<file path="src/rtl/vga_timing_gen.sv">
// vga_timing_gen: parametrised VGA raster timing generator.
//
// A column/line counter pair walks the full raster (active + porches + sync)
// on every cycle where en is high. From the counter position it decodes sync
// and visibility, and passes hsync/vsync/sync_b/blank_b through a
// PIPE_DELAY-deep enable-gated delay line. The delay keeps those outputs
// aligned with a downstream pixel lookup pipeline of the same depth.
//
// Ports:
//   clk         clock (pixel clock, or faster with en as pixel enable)
//   reset       asynchronous active-low reset
//   en          pixel advance enable
//   x, y        current column / line (undelayed)
//   active      current position is inside the visible area (undelayed)
//   line_start  strobe on an enabled cycle at column 0
//   frame_start strobe on an enabled cycle at column 0, line 0
//   hsync       horizontal sync at HSYNC_POL level when asserted (delayed)
//   vsync       vertical sync at VSYNC_POL level when asserted (delayed)
//   sync_b      composite sync, active-low (delayed)
//   blank_b     active-low blank, 1 = visible (delayed)
//   frame_cnt   completed-frame count, wraps
module vga_timing_gen #(
    parameter int H_ACTIVE   = 640,
    parameter int H_FP       = 16,
    parameter int H_SYNC     = 96,
    parameter int H_BP       = 48,
    parameter int V_ACTIVE   = 480,
    parameter int V_FP       = 10,
    parameter int V_SYNC     = 2,
    parameter int V_BP       = 33,
    parameter int HSYNC_POL  = 0,
    parameter int VSYNC_POL  = 0,
    parameter int PIPE_DELAY = 2,
    parameter int CW         = 10,
    parameter int FCW        = 16
) (
    input  logic           clk,
    input  logic           reset,
    input  logic           en,
    output logic [CW-1:0]  x,
    output logic [CW-1:0]  y,
    output logic           active,
    output logic           line_start,
    output logic           frame_start,
    output logic           hsync,
    output logic           vsync,
    output logic           sync_b,
    output logic           blank_b,
    output logic [FCW-1:0] frame_cnt
);

    localparam int H_TOTAL = H_ACTIVE + H_FP + H_SYNC + H_BP;
    localparam int V_TOTAL = V_ACTIVE + V_FP + V_SYNC + V_BP;
    localparam int MAX_TOTAL = (H_TOTAL > V_TOTAL) ? H_TOTAL : V_TOTAL;

    generate
        if (H_ACTIVE <= 0 || H_FP <= 0 || H_SYNC <= 0 || H_BP <= 0 ||
            V_ACTIVE <= 0 || V_FP <= 0 || V_SYNC <= 0 || V_BP <= 0) begin : g_bad_geom
            $error("vga_timing_gen: active/porch/sync parameters must all be non-zero");
        end
        if (PIPE_DELAY < 0 || PIPE_DELAY > 8) begin : g_bad_delay
            $error("vga_timing_gen: PIPE_DELAY must be in 0..8");
        end
        if (CW < 1 || CW > 31 || longint'(MAX_TOTAL) > (longint'(1) << CW)) begin : g_bad_cw
            $error("vga_timing_gen: CW too narrow for H_TOTAL/V_TOTAL");
        end
        if (FCW < 1) begin : g_bad_fcw
            $error("vga_timing_gen: FCW must be at least 1");
        end
    endgenerate

    // Decode thresholds sized to the counters so every compare is CW wide.
    localparam logic [CW-1:0] H_LAST   = CW'(H_TOTAL - 1);
    localparam logic [CW-1:0] V_LAST   = CW'(V_TOTAL - 1);
    localparam logic [CW-1:0] H_VIS    = CW'(H_ACTIVE);
    localparam logic [CW-1:0] V_VIS    = CW'(V_ACTIVE);
    localparam logic [CW-1:0] HS_BEG   = CW'(H_ACTIVE + H_FP);
    localparam logic [CW-1:0] HS_END   = CW'(H_ACTIVE + H_FP + H_SYNC);
    localparam logic [CW-1:0] VS_BEG   = CW'(V_ACTIVE + V_FP);
    localparam logic [CW-1:0] VS_END   = CW'(V_ACTIVE + V_FP + V_SYNC);
    localparam logic          HP       = (HSYNC_POL != 0);
    localparam logic          VP       = (VSYNC_POL != 0);

    // Delay-line word: {hsync, vsync, sync_b, blank_b}.
    localparam logic [3:0]    IDLE     = {~HP, ~VP, 1'b1, 1'b0};

    logic [CW-1:0]  x_q, x_d;
    logic [CW-1:0]  y_q, y_d;
    logic [FCW-1:0] fc_q, fc_d;

    always_comb begin
        x_d  = x_q;
        y_d  = y_q;
        fc_d = fc_q;
        if (en) begin
            if (x_q == H_LAST) begin
                x_d = '0;
                if (y_q == V_LAST) begin
                    y_d  = '0;
                    fc_d = fc_q + 1'b1;
                end else begin
                    y_d = y_q + 1'b1;
                end
            end else begin
                x_d = x_q + 1'b1;
            end
        end
    end

    always_ff @(posedge clk or negedge reset) begin
        if (!reset) begin
            x_q  <= '0;
            y_q  <= '0;
            fc_q <= '0;
        end else begin
            x_q  <= x_d;
            y_q  <= y_d;
            fc_q <= fc_d;
        end
    end

    logic hs_act, vs_act, vis;
    logic [3:0] raw, dly_out;

    assign hs_act = (x_q >= HS_BEG) && (x_q < HS_END);
    assign vs_act = (y_q >= VS_BEG) && (y_q < VS_END);
    assign vis    = (x_q < H_VIS) && (y_q < V_VIS);
    assign raw    = {hs_act ? HP : ~HP,
                     vs_act ? VP : ~VP,
                     ~(hs_act | vs_act),
                     vis};

    generate
        if (PIPE_DELAY == 0) begin : g_nodly
            assign dly_out = raw;
        end else begin : g_dly
            logic [3:0] dly_q [PIPE_DELAY];

            // Stages start at idle levels so the outputs are quiet until
            // the first decoded position has travelled through the line.
            always_ff @(posedge clk or negedge reset) begin
                if (!reset) begin
                    for (int i = 0; i < PIPE_DELAY; i++) dly_q[i] <= IDLE;
                end else if (en) begin
                    dly_q[0] <= raw;
                    for (int i = 1; i < PIPE_DELAY; i++) dly_q[i] <= dly_q[i-1];
                end
            end

            assign dly_out = dly_q[PIPE_DELAY-1];
        end
    endgenerate

    assign x         = x_q;
    assign y         = y_q;
    assign frame_cnt = fc_q;
    assign active    = vis;
    // Gated by reset so the strobes stay low while the counters are forced to 0.
    assign line_start  = en && reset && (x_q == '0);
    assign frame_start = line_start && (y_q == '0);
    assign hsync   = dly_out[3];
    assign vsync   = dly_out[2];
    assign sync_b  = dly_out[1];
    assign blank_b = dly_out[0];

endmodule
</file>
<file path="config.mk">
export PLATFORM = sky130hd
export DESIGN_NAME = vga_timing_gen
export DESIGN_NICKNAME = d
export VERILOG_FILES = /design/src/rtl/vga_timing_gen.sv
export SDC_FILE = /design/constraint.sdc
export NUM_CORES = 1
export LEC_CHECK = 0
export BUFFER_PORTS_ARGS = -buffer_cell sky130_fd_sc_hd__buf_2
export CAP_MARGIN = 40
export CORE_UTILIZATION = 55
export DETAILED_ROUTE_END_ITERATION = 10
export GPL_TIMING_DRIVEN = 0
export HOLD_SLACK_MARGIN = 0.06
export PLACE_DENSITY_LB_ADDON = 0.08
export SLEW_MARGIN = 15
export SYNTH_ARGS = -nofsm -noshare
export SYNTH_HDL_FRONTEND = slang
export SYNTH_SLANG_ARGS = --single-unit
</file>
<file path="constraint.sdc">
create_clock -name clk -period 3.1 [get_ports clk]
set_input_delay 0.775 -clock clk [delete_from_list [all_inputs] [get_ports clk]]
set_output_delay 0.775 -clock clk [all_outputs]
set_load 0.005 [all_outputs]
</file>
==> impl_results.md <==
- Tot Pwr: roughly 1.2 mW
- WHS: 0.2976 ns
- Final Non-Filler Cells: 316
- Clk Latency, worst-skew pair: approximately 0.30 ns
- First-pass iteration count of the detailed router: 4
- Final period util: 0.9643
- PortBufs: 45
- Max transition margin: 0.4687
- Crit. End Element: output pin
- Achievable Freq: between 300 and 400 MHz
- First-pass GRT wire length: around 7.6 mm
- Initial antenna violation count: 0
- Final worst slack: 0.1108 ns
- Clk pin slew, worst setup/hold paths: 0.08 ns
- Part of the power in registers: 0.522
- Chip Width: 66.52 um
- Largest net degree at the start of global routing: 27
- Multi-input logic area: 0.001106 sq mm
- Starting density of the core: 0.5724
- Clk network pwr share: 0.295
- # Post-CTS Setup Buffers: 0
- Leakage: 1.341 nW
- # setup viols final: 0
- Synth cell types: 44
- Drc violations: 0
- WL final: 4.782 mm
- Outcome: complete, no violations
- Reg2Reg Depth: 5
- Ports: between 40 and 50
- Area Growth Syn to Fin: 19.29%
- ANT nets after route: 0
- Final Critical Period: 2.989 ns
- Setup TNS: 0 ns
- Clock Sinks: 44
- Mapped cell area: around 0.0023 sq mm
- H-tree levels: 2
- Worst-margin pin slew: 0.7909 ns
- Synth Net Count: 220
- WP data required: 2.32 ns
- Commonest cells after routing, fill and taps aside: buf_2 (48), dfrtp_1 (38), xor2_1 (19)
- Reg-to-reg slack, setup: 1.01 ns
- Final Hold Viols: 0
- RSZ-0062 raised after global routing: no
- Max-cap viol count: 0
- Die area: 0.004425 sq mm
- Sw Ratio: 0.2884
- Die height: roughly 67 um
- Sequential Area: 0.001109 sq mm
- FP Rows: 23
- CP arrival: 2.21 ns
- Worst R2R Start: x[0]
- Register area share after synthesis: 0.4842
- CORE AREA: 0.004000 sq mm
- Internal power: 0.8818 mW
- Ant diodes: 0
- Logic gate share of total power: 0.182
- Peak supply drop: 297.2 uV
- Placed cell count: 307
- GPL Wtd Cong: 0.7622
- CTS Buf Count: 5
- Cell Pwr Density: 453.7 mW/mm^2
- Crit path launch type: input pin
- Ys Warns: 0
- Synth area leaders: dfrtp_1 (42%), xor2_1 (7.3%), dfstp_2 (6.9%), nand3_1 (3.5%), mux2_2 (3.4%)
- Total track usage: 0.2334
- Grt total ovfl: 0
- Most common cell after layout, fill and taps aside: buf_2
- Final Skew: 0.005435 ns
- Slew Viols, Final: 0
- CP Max Fanout: 21
- WS Path Type: in2out
- Vias per cell: 5.633
- CTS root buffer: clkbuf_8
- Synth top area share: 0.4153
- Per-cell routed wire length: 15.13 um
- Flops & latches, synth: 44
- Fill cell count: roughly 330
- Vias in the first global route: 1573
- Fin nets: 274
- Vias: 1780
- Avg Cell Area, Syn: 10.85 sq um
- HP Class: in2async
- Cells after Synth: 211
- Worst reg2reg path endpoint: x[9]
- HPWL after DPL: 3.405 mm
- Sw Pwr: 0.3574 mW
- Area leader, netlist: dfrtp_1
- Layout cell share with drive strength beyond 1: 0.3233
- Drt first-iter violations: 92
- CTS tree: done
- Setup WS pre-CTS: -0.2512 ns
- Clock Path Buffers: 2
what timing repair did:
action,4_1_cts,5_1_grt
pin swaps,0,0
setup endpoints to repair,2,1
gates cloned,0,1
hold buffers,0,0
resized for setup,3,1
worst max path at each step:
| stage | from | end | depth (start not counted) |
|---|---|---|---|
| floorplan | en | frame_start | 5 |
| global placement | reset | frame_start | 6 |
| detailed placement | reset | frame_start | 7 |
| CTS | reset | frame_start | 7 |
| global route | reset | frame_start | 7 |
| finish | reset | frame_start | 7 |
area by class of cell:
type / instances / area share
multi-input cells: 149 / 0.4049
flip-flops and latches: 44 / 0.4059
inverters: 9 / 0.01237
clock buffers: 8 / 0.03298
well taps: 50 / 0.02290
repair buffers: 47 / 0.1026
plain buffers: 9 / 0.01832
worst max-delay path: stages:
cell and delay (ns):
buf_8 0.18, buf_12 0.17, nand4b_1 0.09, or4_1 0.45
nor4_4 0.20, and4_1 0.23, buf_2 0.11
state kept, by name, summed over array words and instances, names as in the netlist:
signal / cells
frame_cnt: 16
x: 10
g_dly.dly_q: 4
dly_out: 4
y: 10
per-stage QoR:
step	cell area [sq um]	utilization
after floorplan	2290	-
after global placement	2577	0.6444
after detailed placement	2597	0.6494
after CTS	2703	0.6756
after global routing	2731	0.6828
final	2731	0.6828
cells by family (layout without fill, tap and decap cells):
group / count (synthesis) / after routing / share of synthesized area
DFF: 44 / 44 / 0.4842
buffers and inverters: 18 / 73 / 0.03661
xor gates and xnor gates: 27 / 27 / 0.1033
adders and majority gates: 6 / 6 / 0.03279
AOI/OAI and AO/OA: 17 / 17 / 0.04536
and+or+nand+nor: 91 / 91 / 0.2590
muxes: 8 / 8 / 0.03880
cells in the mapped netlist, drive strengths merged:
cell type / n
buf: 6
or4: 2
inv: 9
dfstp: 6
mux2: 7
nor3: 17
xnor2: 8
o2111a: 1
xor2: 19
a21boi: 1
nand2: 9
a21oi: 2
and4b: 2
o21bai: 1
or3: 1
o31ai: 1
nand3: 17
a22o: 1
or2: 1
nand4: 10
nor4: 4
ha: 6
and3: 6
o22ai: 1
and4: 4
dfrtp: 38
clkbuf: 3
nor2b: 2
o21ai: 9
mux2i: 1
nor2: 12
nand4b: 2
nor4bb: 2
power groups by stage:
stage	logic, mW	clock network [mW]	registers, mW
2_1_floorplan	0.135	0	0.653
3_3_place_gp	0.210	0	0.654
3_5_place_dp	0.215	0	0.656
4_1_cts	0.222	0.372	0.647
5_1_grt	0.253	0.394	0.654
6_report	0.226	0.366	0.647
routing by layer:
metal,up-vias,track usage,share of wire
li1,860,-,-
met4,0,0.07181,0.011
met3,6,0.05822,0.033
met1,879,0.3080,0.47
met5,-,0,0
met2,35,0.3763,0.49
Power figures use the tool's default switching activity.
